### config.mk
export PLATFORM = sky130hd
export DESIGN_NAME = pkt_rd_engine
export DESIGN_NICKNAME = d
export VERILOG_FILES = /design/src/rtl/pkt_pkg.sv /design/src/rtl/pkt_rd_engine.sv
export SDC_FILE = /design/constraint.sdc
export NUM_CORES = 1
export LEC_CHECK = 0
export ABC_AREA = 1
export ABC_CLOCK_PERIOD_IN_PS = 2800
export BUFFER_PORTS_ARGS = -buffer_cell sky130_fd_sc_hd__buf_2
export CAP_MARGIN = 5
export CORE_MARGIN = 2
export CORE_UTILIZATION = 55
export DETAILED_ROUTE_END_ITERATION = 8
export HOLD_SLACK_MARGIN = 0.08
export PLACE_DENSITY = 0.85
export SLEW_MARGIN = 40
export SYNTH_ARGS = -nofsm -noshare
export SYNTH_HDL_FRONTEND = slang
export SYNTH_SLANG_ARGS = --single-unit
### constraint.sdc
create_clock -name clk -period 2.8 [get_ports clk]
set_input_delay 0.14 -clock clk [delete_from_list [all_inputs] [get_ports clk]]
set_output_delay 0.14 -clock clk [all_outputs]
set_load 0.01 [all_outputs]
### src/rtl/pkt_pkg.sv
// Shared types and constants for the packet controller and its read engine.
// Holds the read-engine state enum, the controller state enum and the length helpers.
// No logic of its own; imported by pkt_rd_engine and the controller.
package pkt_pkg;

    // Read-engine states; the encoding is exported on state_out for debug.
    typedef enum logic [2:0] {
        RD_IDLE    = 3'd0,
        RD_HUNT    = 3'd1,
        RD_CAPTURE = 3'd2,
        RD_DRAIN   = 3'd3,
        RD_DONE    = 3'd4
    } rd_state_t;

    // Packet controller states (the request side of the rd_ctrl handshake).
    typedef enum logic [1:0] {
        CTRL_IDLE    = 2'd0,
        CTRL_REQ     = 2'd1,
        CTRL_BUSY    = 2'd2,
        CTRL_RELEASE = 2'd3
    } ctrl_state_t;

    // Default stream width and its byte count.
    localparam int PKT_DATA_W     = 32;
    localparam int BYTES_PER_WORD = PKT_DATA_W / 8;

    // Reported packet length width and its saturation value.
    localparam int              PKT_LEN_W   = 16;
    localparam logic [15:0]     PKT_LEN_SAT = 16'hFFFF;

    // Bytes per stream word for an arbitrary (multiple-of-8) width.
    function automatic int bytes_per_word(input int data_w);
        return data_w / 8;
    endfunction

    // Clamp a wide byte count into the 16-bit length field.
    function automatic logic [15:0] sat_len(input logic [31:0] len);
        if (len > {16'h0000, PKT_LEN_SAT}) begin
            return PKT_LEN_SAT;
        end
        return len[15:0];
    endfunction

endpackage

### src/rtl/pkt_rd_engine.sv
// Captures one packet per rd_ctrl request from the ingress stream into the capture buffer.
// Latency: buffer write and rd_ctrl_rdy appear 1 cycle after the beat is accepted.
// Backpressure: st_ready high only in HUNT/CAPTURE/DRAIN; one beat per cycle, no bubbles.
//
// Ports:
//   clk, reset (sync, active-low)
//   rd_ctrl / rd_ctrl_rdy              : level request / completion handshake with the controller
//   st_data/st_valid/st_sop/st_eop/st_empty/st_ready : MAC-side stream, byte 0 in the MSBs
//   buf_wr_en/buf_wr_addr/buf_wr_data  : registered capture-buffer write port
//   pkt_len, pkt_truncated             : result of the capture, valid while rd_ctrl_rdy is high
//   state_out                          : current FSM state for debug
module pkt_rd_engine
    import pkt_pkg::*;
#(
    parameter int DATA_W    = 32,
    parameter int ADDR_W    = 10,
    parameter int MAX_WORDS = 1024
) (
    input  logic                          clk,
    input  logic                          reset,
    input  logic                          rd_ctrl,
    output logic                          rd_ctrl_rdy,
    input  logic [DATA_W-1:0]             st_data,
    input  logic                          st_valid,
    input  logic                          st_sop,
    input  logic                          st_eop,
    input  logic [$clog2(DATA_W/8)-1:0]   st_empty,
    output logic                          st_ready,
    output logic                          buf_wr_en,
    output logic [ADDR_W-1:0]             buf_wr_addr,
    output logic [DATA_W-1:0]             buf_wr_data,
    output logic [15:0]                   pkt_len,
    output logic                          pkt_truncated,
    output logic [2:0]                    state_out
);

    localparam int BPW    = bytes_per_word(DATA_W);
    // One extra bit so the counter can hold MAX_WORDS == 2**ADDR_W.
    localparam int WCNT_W = ADDR_W + 1;
    localparam logic [WCNT_W-1:0] WCNT_MAX = WCNT_W'(MAX_WORDS);

    rd_state_t          state;
    logic [WCNT_W-1:0]  wcnt;
    logic               accept;
    logic [31:0]        len_single;
    logic [31:0]        len_eop;
    logic [31:0]        len_trunc;

    assign st_ready  = (state == RD_HUNT) || (state == RD_CAPTURE) || (state == RD_DRAIN);
    assign accept    = st_valid && st_ready;
    assign state_out = state;

    // Length arithmetic is done wide so that no legal parameter set wraps
    // before the result is clamped to 16 bits.
    assign len_single = 32'(BPW) - 32'(st_empty);
    assign len_eop    = (32'(wcnt) + 32'd1) * 32'(BPW) - 32'(st_empty);
    assign len_trunc  = 32'(MAX_WORDS) * 32'(BPW);

    always_ff @(posedge clk) begin
        if (!reset) begin
            state         <= RD_IDLE;
            wcnt          <= '0;
            rd_ctrl_rdy   <= 1'b0;
            buf_wr_en     <= 1'b0;
            buf_wr_addr   <= '0;
            buf_wr_data   <= '0;
            pkt_len       <= '0;
            pkt_truncated <= 1'b0;
        end else begin
            buf_wr_en <= 1'b0;
            case (state)
                RD_IDLE: begin
                    wcnt <= '0;
                    if (rd_ctrl) begin
                        state         <= RD_HUNT;
                        pkt_len       <= '0;
                        pkt_truncated <= 1'b0;
                    end
                end

                RD_HUNT, RD_CAPTURE, RD_DRAIN: begin
                    if (!rd_ctrl) begin
                        // Abort: a beat presented in this cycle is dropped, not written.
                        state         <= RD_IDLE;
                        pkt_len       <= '0;
                        pkt_truncated <= 1'b0;
                    end else if (accept) begin
                        if (st_sop && (state != RD_DRAIN)) begin
                            // First sop in HUNT, or a restart mid-CAPTURE: begin at word 0.
                            buf_wr_en   <= 1'b1;
                            buf_wr_addr <= '0;
                            buf_wr_data <= st_data;
                            wcnt        <= WCNT_W'(1);
                            if (st_eop) begin
                                state       <= RD_DONE;
                                rd_ctrl_rdy <= 1'b1;
                                pkt_len     <= sat_len(len_single);
                            end else begin
                                state <= RD_CAPTURE;
                            end
                        end else if (state == RD_CAPTURE) begin
                            if (st_eop) begin
                                buf_wr_en   <= 1'b1;
                                buf_wr_addr <= wcnt[ADDR_W-1:0];
                                buf_wr_data <= st_data;
                                wcnt        <= wcnt + 1'b1;
                                state       <= RD_DONE;
                                rd_ctrl_rdy <= 1'b1;
                                pkt_len     <= sat_len(len_eop);
                            end else if (wcnt == WCNT_MAX) begin
                                // Buffer full and more data coming: stop storing, drain to eop.
                                pkt_truncated <= 1'b1;
                                pkt_len       <= sat_len(len_trunc);
                                state         <= RD_DRAIN;
                            end else begin
                                buf_wr_en   <= 1'b1;
                                buf_wr_addr <= wcnt[ADDR_W-1:0];
                                buf_wr_data <= st_data;
                                wcnt        <= wcnt + 1'b1;
                            end
                        end else if ((state == RD_DRAIN) && st_eop) begin
                            state       <= RD_DONE;
                            rd_ctrl_rdy <= 1'b1;
                        end
                    end
                end

                RD_DONE: begin
                    if (!rd_ctrl) begin
                        state       <= RD_IDLE;
                        rd_ctrl_rdy <= 1'b0;
                    end
                end

                default: begin
                    state       <= RD_IDLE;
                    rd_ctrl_rdy <= 1'b0;
                end
            endcase
        end
    end

endmodule
### Word-level counts from Yosys, hierarchy flattened

Cells that the tools add are included.

* register bits after elaboration: 75
* word-level logic and storage cells: 138
* input port bits: 40
* output and inout bits: 65

* equality and inequality tests: 24
* add/sub/neg operators: 4
* multiplexer cells: 83
* reduce and logical (&&, ||, !) cells: 16
* order comparisons: 2
* bitwise operators: 1

Operators by type and width (number)
* $mux W16: 13
* $mux W32: 4
* $mux W11: 6
* $gt A32 B16 Y1 const B: 2
* $mux W1: 41
* $mux W10: 4
* $pmux W16 S2: 1
* $mux W3: 10
* $pmux W11 S2: 1
* $ne A3 B3 Y1 const B: 7
* $reduce_and A5 Y1: 4
* $ne A4 B4 Y1 const B: 4
* $sub A14 B2 Y15: 1
* $add A11 B1 Y12 const B: 1
* $add A11 B1 Y11 const B: 1
* $eq A11 B11 Y1 const B: 1
* $ne A5 B5 Y1 const B: 2
* $pmux W3 S3: 1
* $ne A2 B2 Y1 const B: 4
* $reduce_and A7 Y1: 1
* $eq A3 B2 Y1 const B: 2
* $ne A6 B6 Y1 const B: 1
* $reduce_and A6 Y1: 1
* $reduce_and A4 Y1: 1
* other kinds (12): 16

### Longest topological paths before layout

Gate-level depths: netlist of the first run.

* depth in word-level cells: 18
* depth in mapped cells: 15
* gate-level depth less buffers: 15

### Least setup slack after synthesis of the first run

Ideal clock, no wire load.

* path type: flip-flop to flip-flop
* start: register wcnt[0]
* end: register pkt_len[11]
* stages on the path, launching flop included: 15
* path buffers: 0
* arrival time: 1.730 ns
* clock period less this slack: 1.839 ns
* library setup time: 0.109 ns
* data required time: 2.691 ns
* slack: 0.961 ns
* path through: dfxtp_1 -> inv_2 -> ha_1 -> inv_1 -> nand3_1 -> nor2_1 -> nand2_1 -> nor2_1 -> nand2_1 -> nand2_1 -> nand2_1 -> nand2_1 -> nand3_1 -> nand2_1 -> inv_1

* cells in the longest elaborated chain, start to end: 18
* elaborated cells on any way between the ends: 21
* those cells by class: add/sub: 2; order compare: 1; eq/ne: 2; mux: 15; reduce/logical: 1

RTL lines
* start, declared: line pkt_rd_engine.sv:43 `logic [WCNT_W-1:0] wcnt;`
* start signal, assigned: line pkt_rd_engine.sv:106 `wcnt <= wcnt + 1'b1;`
* start signal, assigned: line pkt_rd_engine.sv:119 `wcnt <= wcnt + 1'b1;`
* $add A11 B1 Y12: line pkt_rd_engine.sv:56 `assign len_eop = (32'(wcnt) + 32'd1) * 32'(BPW) - 32'(st_empty);`
* $sub A14 B2 Y15: line pkt_rd_engine.sv:56
* $gt A32 B16 Y1: line pkt_pkg.sv:38 `if (len > {16'h0000, PKT_LEN_SAT}) begin`
* $mux W1: line pkt_pkg.sv:38
* $mux W1: line pkt_rd_engine.sv:102 `if (st_eop) begin`
* $mux W1: line pkt_rd_engine.sv:101 `end else if (state == RD_CAPTURE) begin`
* $mux W1: line pkt_rd_engine.sv:88 `if (st_sop && (state != RD_DRAIN)) begin`
* $mux W1: line pkt_rd_engine.sv:87 `end else if (accept) begin`
* [2 not listed]
* $mux W1: line pkt_rd_engine.sv:60 `if (!reset) begin`
* $mux W16: line pkt_pkg.sv:41 `return len[15:0];`
* $mux W16: line pkt_rd_engine.sv:102
* $mux W16: line pkt_rd_engine.sv:101
* $mux W16: line pkt_rd_engine.sv:88
* $mux W16: line pkt_rd_engine.sv:87
* $mux W16: line pkt_rd_engine.sv:82 `if (!rd_ctrl) begin`
* $pmux W16 S2: line pkt_rd_engine.sv:71 `case (state)`
* end signal, assigned: line pkt_rd_engine.sv:97 `pkt_len <= sat_len(len_single);`
* end signal, assigned: line pkt_rd_engine.sv:109 `pkt_len <= sat_len(len_eop);`
* end signal, assigned: line pkt_rd_engine.sv:113 `pkt_len <= sat_len(len_trunc);`
* end, declared: line pkt_rd_engine.sv:32 `output logic [15:0] pkt_len,`

Several ways; a longest one is shown, not always the timed one. The select of a mux whose other input is x is not followed.
A chain may end at the register's enable or synchronous reset.

### Worst setup path in the final report of the first run

* start: register state[2], in the netlist state_out[2]
* end: register pkt_len[3]

* cells in the longest elaborated chain, start to end: 6
* elaborated cells on any way between the ends: 21
* those cells by class: eq/ne: 9; mux: 4; reduce/logical: 8

RTL lines
* start, declared: line pkt_rd_engine.sv:42 `rd_state_t state;`
* start signal, assigned: line pkt_rd_engine.sv:61 `state <= RD_IDLE;`
* start signal, assigned: line pkt_rd_engine.sv:75 `state <= RD_HUNT;`
* start signal, assigned: line pkt_rd_engine.sv:84 `state <= RD_IDLE;`
* $ne A3 B2 Y1, or another cell as far along: line pkt_rd_engine.sv:88
* $logic_and A1 B1 Y1 or $logic_or A1 B1 Y1 (tied branches): line pkt_rd_engine.sv:88, pkt_rd_engine.sv:49
* $mux W16 or $logic_or A1 B1 Y1 (tied branches): line pkt_rd_engine.sv:88, pkt_rd_engine.sv:49
* $mux W16 or $logic_and A1 B1 Y1 (tied branches): line pkt_rd_engine.sv:87, pkt_rd_engine.sv:50
* $mux W16 or $ne A3 B3 Y1 (tied branches)
* $pmux W16 S2 or $reduce_and A6 Y1 (tied branches)

Several ways; a longest one is shown, not always the timed one. The select of a mux whose other input is x is not followed.

==> key figures, run 1 <==
Outcome
  • Status: finished clean

Cells and area
  • Fill cell count: 566
  • Non-Filler Instances: 766
  • Area Growth Syn to Fin: 23.7%
  • # nets final: 724
  • N_diodes: 0
  • Layout cells sized above 1: 22.3%

Power and ir drop
  • Power Density: 608 mW/mm^2
  • VDD IR-drop max: 0.258 mV
  • Leak Pwr: 0.00224 uW
  • Tot Pwr: 2840 uW

Route
  • Initial DRC count: 231
  • Final wirelength: 10.7 mm
  • 1st-pass router iterations: 5
  • Routed via count: 4066
  • Wire per inst: 13.9 um
  • DR vias/cell: 5.31
  • ANT nets after route: 0
  • Drt drc: 0

Setup path
  • Max stage delay on crit path: 0.37 ns
  • CP Max Fanout: 17
  • Reg2reg end: pkt_len[3]$_SDFFE_PN0P_
  • Worst R2R Path Depth: 12
  • Crit path cell chain: inv_2, nand3_2, nand2_2, nand2_1, nor2_1, nand2_1, nand3_2, nor2_2, nand3_1, nand3_1, nand2_1, inv_1
  • Launch point of the worst path: state_out[2]$_SDFFE_PN0P_
  • Critical path type: reg -> reg
  • Worst Setup Start Kind: register
  • CP endpoint kind: register
  • Critical Path RT: 3.07 ns
  • Reg-to-Reg Start: state_out[2]$_SDFFE_PN0P_
  • CP arrival: 2.58 ns
  • Slowest CP cell: dfxtp_1
  • Reg2reg setup slack: 0.49 ns
  • Most used cell, CP: nand2_1

GRT
  • First-pass GRT wire length: 17.1 mm
  • Number of global-route vias before repair: 3702
  • Global route overflow: 0
  • Largest net degree at the start of global routing: 77
  • GRT Total Usage: 28.6%
  • Initial antenna violation count: 0

Logic synthesis
  • Average size of a mapped cell: 6.59 sq um
  • Count leader, synth: nand2_1
  • Syn Nets: 617
  • Ys flop type: dfxtp_1
  • Synth area leaders: dfxtp_1, nand2_1, nand3_1
  • Post-synth EDFFs: 0
  • Area leader, netlist: dfxtp_1
  • Synth cell types: 26
  • Yosys top cell area share: 39.2%
  • Register area share after synthesis: 39.2%
  • Ys async rst share: 0%
  • Top cells by count, synth: nand2_1, dfxtp_1, inv_1
  • Warnings from Yosys: 0
  • Synth Instances: 574
  • Synth Cell Area: 0.00378 sq mm
  • FF+latch count, synth: 74

Timing
  • Slew margin rel.: 63.9%
  • Finish-stage setup viols: 0
  • Slew @ Worst Pin: 0.540 ns
  • Post-layout minimum cycle time: 2.31 ns
  • Hold_ws: 0.0747 ns
  • FMAX: 433 MHz
  • Clock Skews: 0.0106 ns
  • Fin. Hold Viols: 0
  • Final Cycle Share: 82.5%
  • RSZ-0062 raised after global routing: false
  • Fin Setup TNS: 0 ns
  • Slew Viols, Final: 0

Place
  • I/O Buffers: 104
  • Placed cells: 735
  • Final HPWL DP: 7.20 mm
  • Routability cong.: 0.995

Clock network
  • H-Tree Depth: 3
  • # Post-CTS Setup Buffers: 0
  • CTS tree: built
  • Clock-pin slew of the registers on the worst-case setup and hold paths: 0.09 ns
  • Clock Tree Buf Depth: 2
  • Clock Sinks: 74
  • Root Buffer: clkbuf_8
  • Clk Latency, worst-skew pair: 0.36 ns
  • Total CTS buffers: 9

Floorplanning
  • Initial Utilization: 56.3%
  • Die Wd: 86.9 um
  • DIE AREA: 0.00755 sq mm
  • Num ports: 105
  • # rows: 30
  • Die Y: 86.9 um
  • Core ar.: 0.00672 sq mm

Worst hold path
  • Min-delay worst type: in -> reg
  • Hold Path Depth: 3
  • Min-delay src: st_data[20]
  • WHS Endpoint: buf_wr_data[20]$_SDFFE_PN0P_

Job
  • # Max-Cap Violations: 0
[flip-flops by register name, summed over array words and instances, names as in the netlist]
name / count
buf_wr_addr: 10
buf_wr_en: 1
rd_ctrl_rdy: 1
wcnt: 11
pkt_len: 15
buf_wr_data: 32
pkt_truncated: 1
state_out: 3
[per-stage QoR]
stage,area [sq um],setup slack [ns],utilization (%)
2_1_floorplan,3780,0.961,-
3_3_place_gp,4300,0.642,64.0
3_5_place_dp,4300,0.624,64.0
4_1_cts,4670,0.580,69.6
5_1_grt,4670,0.301,69.6
6_report,4670,0.491,69.6
[cell type report]
class | instances | area (sq um) | area share [%]
clock buffers | 9 | 124 | 2.65
clock inverters | 7 | 100 | 2.14
inverters | 77 | 289 | 6.18
multi-input cells | 396 | 1870 | 39.9
flip-flops and latches | 74 | 1480 | 31.7
well taps | 80 | 100 | 2.14
repair buffers | 123 | 713 | 15.3
[critical path: cells and delay by family (launching register included)]
family | cells | cell delay, ns
simple gates | 10 | 1.65
buf+inv | 2 | 0.19
flops | 1 | 0.37
[worst max path at each step]
stage,end,slack [ns]
floorplan,pkt_len[11]$_SDFFE_PN0P_,0.96
global placement,pkt_len[11]$_SDFFE_PN0P_,0.64
detailed placement,pkt_len[11]$_SDFFE_PN0P_,0.62
CTS,pkt_len[3]$_SDFFE_PN0P_,0.58
global route,pkt_len[11]$_SDFFE_PN0P_,0.30
finish,pkt_len[3]$_SDFFE_PN0P_,0.49
[power by group]
| group | internal, uW | switching [uW] | leakage [uW] | total [uW] |
|---|---|---|---|---|
| clock network | 509 | 440 | 0.000114 | 950 |
| registers | 1120 | 95.7 | 0.000600 | 1220 |
| logic | 238 | 440 | 0.00153 | 678 |
| total | 1870 | 976 | 0.00224 | 2840 |
[cell families (layout without fill, tap and decap cells)]
logic type      Yosys count  count (layout)  synth area share [%]
xor+xnor                  5               5                  1.16
flops                    74              74                  39.2
compound gates          109             109                  14.6
buf+inv                 104             216                  11.4
simple gates            279             279                  32.6
fa+ha+maj                 3               3                 0.993
[per-layer routing]
metal | GRT usage, % | share of wire (%) | vias up
met1 | 34.4 | 42 | 1823
met2 | 48.9 | 48 | 181
li1 | - | - | 2034
met3 | 7.58 | 7.8 | 28
met4 | 10.8 | 2.6 | 0
met5 | 0 | 0 | -
[placed cells by master, fill, tap and decap left out, types with 15 or more instances in the layout]
| cell type | netlist | layout |
|---|---|---|
| dlygate4sd3_1 | 0 | 15 |
| nand2_1 | 137 | 137 |
| dfxtp_1 | 74 | 74 |
| o21ai_1 | 15 | 15 |
| o21ai_0 | 39 | 39 |
| inv_1 | 70 | 70 |
| nand3_1 | 53 | 53 |
| buf_2 | 12 | 104 |
| a21oi_1 | 52 | 52 |
| nor2_1 | 58 | 58 |
[timing repair]
action,4_1_cts,5_1_grt
hold buffers,15,0
gates resized for setup,0,0
hold endpoints to repair,15,0
setup endpoints to repair,0,0
Note: power is estimated with default switching activity, not from simulation.
==> run 2, diff against run 1 <==
ABC_CLOCK_PERIOD_IN_PS = 1900   (was 2800)
CORE_UTILIZATION = 47   (was 55)
PLACE_DENSITY = 0.78   (was 0.85)
clock period = 1.9 ns   (was 2.8 ns; I/O delays follow)
==> key figures, run 2 (same netlist as run 1, synthesis figures left out) <==
Clock network
  • CTS tree: built
  • Clock-pin slew of the registers on the worst-case setup and hold paths: 0.08 ns
  • Clock Tree Buf Depth: 2
  • Total CTS buffers: 9
  • Clock Sinks: 74
  • Root Buffer: clkbuf_8
  • H-Tree Depth: 3
  • Clk Latency, worst-skew pair: 0.36 ns

Setup path
  • Worst R2R Path Depth: 10
  • Crit path cell chain: inv_2, ha_4, nand2_1, nor3_2, nand4_1, nand3_4, buf_6, clkbuf_16, o21ai_0, a21oi_1
  • CP endpoint kind: register
  • Slowest CP cell: dfxtp_4
  • Worst Setup Start Kind: register
  • Critical path type: reg -> reg
  • CP Max Fanout: 17
  • Worst path buffer plus inverter count: 3
  • CP arrival: 2.14 ns
  • Critical Path RT: 2.18 ns
  • Reg-to-Reg Start: wcnt[1]$_SDFFE_PN0P_
  • Max stage delay on crit path: 0.37 ns
  • Reg2reg end: buf_wr_data[31]$_SDFFE_PN0P_
  • Reg2reg setup slack: 0.03 ns
  • CP top delay family: simple AND/OR/NAND/NOR gates

Power and ir drop
  • Power Density: 832 mW/mm^2
  • VDD IR-drop max: 0.435 mV
  • Leak Pwr: 0.00252 uW

Floorplanning
  • Die Wd: 93.7 um
  • Die Y: 93.7 um
  • Initial Utilization: 48.7%
  • Num ports: 105
  • Core ar.: 0.00777 sq mm
  • DIE AREA: 0.00878 sq mm
  • # rows: 32

Cells and area
  • # nets final: 773
  • Non-Filler Instances: 837
  • Commonest non-fill, non-tap cell in the layout: nand2_1
  • Max reg flops: 32
  • Top Registers: buf_wr_data: 32 flops, pkt_len: 15 flops, wcnt: 11 flops
  • Layout cells sized above 1: 32.0%
  • Top reg by flops: buf_wr_data
  • Area Growth Syn to Fin: 43.3%
  • Fill cell count: 569
  • Most frequent cells in the layout: nand2_1, buf_2, inv_1
  • N_diodes: 0

Route
  • Wire per inst: 15.6 um
  • Drt drc: 0
  • ANT nets after route: 0
  • DR vias/cell: 5.32
  • 1st-pass router iterations: 5
  • Routed via count: 4449
  • Initial DRC count: 341
  • Final wirelength: 13.1 mm

GRT
  • Global route overflow: 0
  • GRT Total Usage: 27.8%
  • First-pass GRT wire length: 19.6 mm
  • Number of global-route vias before repair: 4133
  • Initial antenna violation count: 0
  • Largest net degree at the start of global routing: 36

Timing
  • Slew @ Worst Pin: 0.362 ns
  • Final WS setup: 0.0312 ns
  • Hold_ws: 0.126 ns
  • Fin Setup TNS: 0 ns
  • Clock Skews: 0.0129 ns
  • FMAX: 535 MHz
  • Slew margin rel.: 75.9%
  • RSZ-0062 raised after global routing: true
  • Fin. Hold Viols: 0
  • Finish-stage setup viols: 0
  • Slew Viols, Final: 0
  • Final Cycle Share: 98.4%
  • Post-layout minimum cycle time: 1.87 ns

Worst hold path
  • Min-delay src: st_data[23]
  • WHS Endpoint: buf_wr_data[23]$_SDFFE_PN0P_
  • Min-delay worst type: in -> reg
  • Hold Path Depth: 3

Place
  • Placed cells: 783
  • Routability cong.: 0.944
  • Placement Setup Slack: -0.0967 ns
  • I/O Buffers: 104
  • Final HPWL DP: 7.69 mm

Outcome
  • Status: finished clean

Job
  • # Max-Cap Violations: 0
-- run 2: cell types whose count changed in the layout (fill, tap and decap cells not counted), moves of 4 or more --
cell | previous run | this run
nand2_1 | 137 | 123
buf_4 | 3 | 30
dfxtp_4 | 0 | 7
nor2_1 | 58 | 46
dlygate4sd3_1 | 15 | 31
nor2_2 | 8 | 14
dfxtp_1 | 74 | 63
dfxtp_2 | 0 | 4
nand2_2 | 4 | 16
nand3_4 | 0 | 5
nand3_1 | 53 | 47
nor2_4 | 5 | 11
-- run 2: worst max-delay path by stage --
stage                                         to                      start  slack, ns  depth (start not counted)
floorplan               pkt_len[11]$_SDFFE_PN0P_       wcnt[0]$_SDFFE_PN0P_       0.06                         14
CTS                  buf_wr_addr[6]$_SDFFE_PN0P_  state_out[2]$_SDFFE_PN0P_     0.0004                         10
global placement        pkt_len[13]$_SDFFE_PN0P_       wcnt[0]$_SDFFE_PN0P_      -0.02                         13
global route        buf_wr_data[29]$_SDFFE_PN0P_       wcnt[1]$_SDFFE_PN0P_      -0.06                         10
detailed placement       pkt_len[0]$_SDFFE_PN0P_       wcnt[0]$_SDFFE_PN0P_       -0.1                         13
finish              buf_wr_data[31]$_SDFFE_PN0P_       wcnt[1]$_SDFFE_PN0P_       0.03                         10
-- run 2: power by group --
part	internal (uW)	leakage [uW]	total [uW]	switching, uW
Clock	657	0.000103	1330	677
Combinational	561	0.00181	1370	806
Sequential	1660	0.000606	1800	143
-- run 2: timing repair --
item / 4_1_cts / 5_1_grt
pin swaps: 1 / 20
setup buffers: 0 / 3
hold buffers: 31 / 0
endpoints found under the hold margin: 31 / 0
setup endpoints to repair: 10 / 70
gates resized for setup: 6 / 71
gates cloned: 1 / 3
-- run 2: worst register-to-register path: stages (launching register included) --
cell and delay [ns]:
dfxtp_4 0.37, inv_2 0.08, ha_4 0.12, nand2_1 0.06, nor3_2 0.20, nand4_1 0.22, nand3_4 0.23, buf_6 0.13
clkbuf_16 0.15, o21ai_0 0.08, a21oi_1 0.15
-- run 2: metrics by stage --
| step | power [uW] | utilization, % | instance area (sq um) |
|---|---|---|---|
| floorplan | 2530 | - | 3780 |
| global placement | 2900 | 58.4 | 4540 |
| detailed placement | 2910 | 58.4 | 4540 |
| CTS | 4290 | 65.8 | 5110 |
| global route | 4730 | 69.7 | 5420 |
| finish | 4510 | 69.7 | 5420 |
-- run 2: per-layer routing --
| metal | global-route usage (%) | share of wire (%) | wire length (um) |
|---|---|---|---|
| met5 | 0 | 0 | 0 |
| met4 | 10.5 | 3.2 | 416 |
| met3 | 6.82 | 8.0 | 1050 |
| met2 | 48.5 | 48 | 6340 |
| met1 | 32.9 | 40 | 5290 |
-- run 2: layout make-up --
class | instances | area (sq um) | share of cell area [%]
tap | 102 | 128 | 2.36
timing repair buffer | 171 | 1180 | 21.9
multi-input combinational | 396 | 2070 | 38.3
clock inverter | 6 | 72.6 | 1.34
clock buffer | 10 | 138 | 2.54
timing repair inverter | 1 | 7.51 | 0.139
sequential | 74 | 1510 | 27.9
inverter | 77 | 299 | 5.52
==> run 3, diff against run 2 <==
ABC_AREA = 0   (was 1)
CAP_MARGIN = 20   (was 5)
CORE_MARGIN = default   (was 2)
CORE_UTILIZATION = 48   (was 47)
==> key figures, run 3 <==
Timing
  • Post-layout minimum cycle time: 2.52 ns
  • RSZ-0062 raised after global routing: true
  • Final Cycle Share: 133%
  • Slew margin rel.: 49.5%
  • Finish-stage setup viols: 72
  • Final WS setup: -0.619 ns
  • Clock Skews: 0.0189 ns
  • Slew @ Worst Pin: 0.757 ns
  • FMAX: 397 MHz
  • Slew Viols, Final: 0
  • Fin. Hold Viols: 0

Logic synthesis
  • Synth Cell Area: 0.00402 sq mm
  • Synth Area in Adders: 0.933%
  • XOR/XNOR Fraction of Synth Area: 4.10%
  • Mux cell area share after synthesis: 1.40%
  • FF+latch count, synth: 74
  • Area leader, netlist: dfxtp_1
  • Synth cell types: 63
  • Average size of a mapped cell: 8.10 sq um
  • Ys flop type: dfxtp_1
  • Post-synth EDFFs: 0
  • Synth area leaders: dfxtp_1, nand2_1, a21boi_1
  • Synth Instances: 497
  • Syn Nets: 540
  • Count leader, synth: nand2_1
  • Yosys top cell area share: 36.8%
  • Main combinational cell family by area after synthesis: simple AND/OR/NAND/NOR gates
  • Ys async rst share: 0%
  • Warnings from Yosys: 0
  • Compound-cell area share of the yosys netlist: 22.2%
  • Register area share after synthesis: 36.8%
  • Post-Synth Simple-Gate Area: 28.1%
  • Top cells by count, synth: nand2_1, dfxtp_1, a21boi_1

Floorplanning
  • Die Wd: 93.6 um
  • DIE AREA: 0.00875 sq mm
  • Die Y: 93.6 um
  • # rows: 33
  • Num ports: 105
  • Initial Utilization: 49.2%
  • Core ar.: 0.00818 sq mm

Route
  • Drt drc: 0
  • Routed via count: 5490
  • Wire per inst: 25.6 um
  • DR vias/cell: 6.74
  • 1st-pass router iterations: 6
  • Final wirelength: 20.9 mm
  • Initial DRC count: 651
  • ANT nets after route: 0

Clock network
  • Clock Tree Buf Depth: 2
  • Clock-pin slew of the registers on the worst-case setup and hold paths: 0.11 ns
  • Root Buffer: clkbuf_8
  • Clk Latency, worst-skew pair: 0.39 ns
  • H-Tree Depth: 3
  • Total CTS buffers: 9
  • CTS tree: built
  • Clock Sinks: 74

GRT
  • Initial antenna violation count: 1
  • Global route overflow: 0
  • GRT Total Usage: 35.1%
  • Number of global-route vias before repair: 4671
  • First-pass GRT wire length: 23.5 mm
  • Largest net degree at the start of global routing: 44

Cells and area
  • Most frequent cells in the layout: buf_2, buf_4, dfxtp_1
  • Area Growth Syn to Fin: 64.7%
  • Top reg by flops: buf_wr_data
  • Max reg flops: 32
  • Commonest non-fill, non-tap cell in the layout: buf_2
  • Fill cell count: 427
  • Top Registers: buf_wr_data: 32 flops, pkt_len: 15 flops, wcnt: 11 flops
  • Non-Filler Instances: 815
  • Layout cells sized above 1: 51.3%
  • # nets final: 747
  • Final Util: 81.1%

Setup path
  • CP arrival: 2.80 ns
  • Critical path type: reg -> reg
  • Worst R2R Path Depth: 9
  • Reg2reg setup slack: -0.62 ns
  • Worst Setup Start Kind: register
  • Reg2reg end: buf_wr_data[24]$_SDFFE_PN0P_
  • CP Max Fanout: 8
  • CP endpoint kind: register
  • Critical Path RT: 2.18 ns
  • Reg-to-Reg Start: wcnt[3]$_SDFFE_PN0P_

Place
  • Routability cong.: 0.899
  • Final HPWL DP: 8.24 mm
  • Placed cells: 738
  • I/O Buffers: 104

Worst hold path
  • Min-delay worst type: in -> reg
  • Hold Path Depth: 3
  • WHS Endpoint: pkt_len[0]$_SDFFE_PN0P_
  • Min-delay src: st_empty[0]

Power and ir drop
  • Power Density: 596 mW/mm^2
  • Leak Pwr: 0.00276 uW
  • VDD IR-drop max: 0.680 mV

Outcome
  • Status: finished with violations
  • Failing checks: negative setup slack

Job
  • # Max-Cap Violations: 0
## run 3: changes by cell type in the layout (fill, tap and decap cells not counted), moves of 22 or more
cell and delta:
inv_1 -60, nand2_1 -65, a21boi_2 +23, a21oi_1 -36
nand3_1 -25, buf_4 +41, a21boi_1 +22, nor2_1 -34
o21ai_0 -32
## run 3: routing by layer
layer  GRT usage, %  wire length (um)  vias up
li1               -                 -     2139
met1           40.4              6960     2506
met2           57.4              9340      606
met3           8.94              2560      239
met4           23.7              2020        0
met5              0                 0        -
## run 3: area by class of cell
| class | instances | area, sq um | share of cell area, % |
|---|---|---|---|
| diodes | 1 | 2.50 | 0.0378 |
| clock buffers | 10 | 138 | 2.08 |
| clock inverters | 6 | 72.6 | 1.09 |
| inverters | 11 | 41.3 | 0.623 |
| multi-input cells | 371 | 2930 | 44.3 |
| flip-flops and latches | 74 | 1510 | 22.8 |
| well taps | 105 | 131 | 1.98 |
| repair buffers | 237 | 1800 | 27.1 |
## run 3: worst max path at each step
stage                              start                            to  slack, ns  depth (start not counted)
finish              wcnt[3]$_SDFFE_PN0P_  buf_wr_data[24]$_SDFFE_PN0P_      -0.62                          9
CTS                 wcnt[6]$_SDFFE_PN0P_          wcnt[0]$_SDFFE_PN0P_      -0.15                          9
floorplan           wcnt[3]$_SDFFE_PN0P_  buf_wr_data[10]$_SDFFE_PN0P_      0.003                          9
global route        wcnt[3]$_SDFFE_PN0P_  buf_wr_data[24]$_SDFFE_PN0P_      -0.63                          9
detailed placement  wcnt[0]$_SDFFE_PN0P_       pkt_len[9]$_SDFFE_PN0P_      -0.20                          9
global placement    wcnt[1]$_SDFFE_PN0P_       pkt_len[9]$_SDFFE_PN0P_      -0.17                          8
## run 3: logic make-up (layout without fill, tap and decap cells)
family,after synthesis,in the layout
buffers and inverters,53,264
multiplexers,5,5
AND/OR/NAND/NOR,219,219
other,0,1
XOR/XNOR,18,18
adder cells (fa/ha/maj),3,3
AO/OA/AOI/OAI,125,126
flip-flops,74,74
## run 3: report_power, final
group          leakage (uW)  internal (uW)  switching (uW)  total (uW)
Clock              0.000103            657             739        1400
Combinational       0.00206            422             516         938
Sequential         0.000604           1570            44.3        1620
Total               0.00276           2650            1300        3950
## run 3: worst max-delay path, stage by stage (launching register included)
cell	delay [ns]
dfxtp_4	0.38
nor4_4	0.32
buf_4	0.18
nand4_1	0.24
o311ai_4	0.35
a21o_1	0.22
buf_12	0.18
buf_6	0.12
nand2_1	0.07
a21boi_2	0.35
## run 3: stage by stage
step                      power, uW  setup TNS (ns)  hold WS, ns  setup slack [ns]  instance area [sq um]
final                          3950          -27.64        0.100            -0.619                   6630
after CTS                      3680           -6.05        0.101            -0.151                   6060
after global placement         2240           -7.10        0.334            -0.174                   5100
after detailed placement       2260           -8.80        0.343            -0.203                   5120
after floorplan                1980               0        0.230           0.00340                   4080
after global routing           4040          -29.77        0.111            -0.630                   6630
## run 3: what timing repair did
action                                  in CTS  in global routing
hold buffers                                32                  0
setup buffers                               14                  9
endpoints found under the hold margin       32                  0
cloned                                       4                  3
endpoints found under the setup margin      62                 72
pin swaps                                   35                 75
resized for setup                           64                130
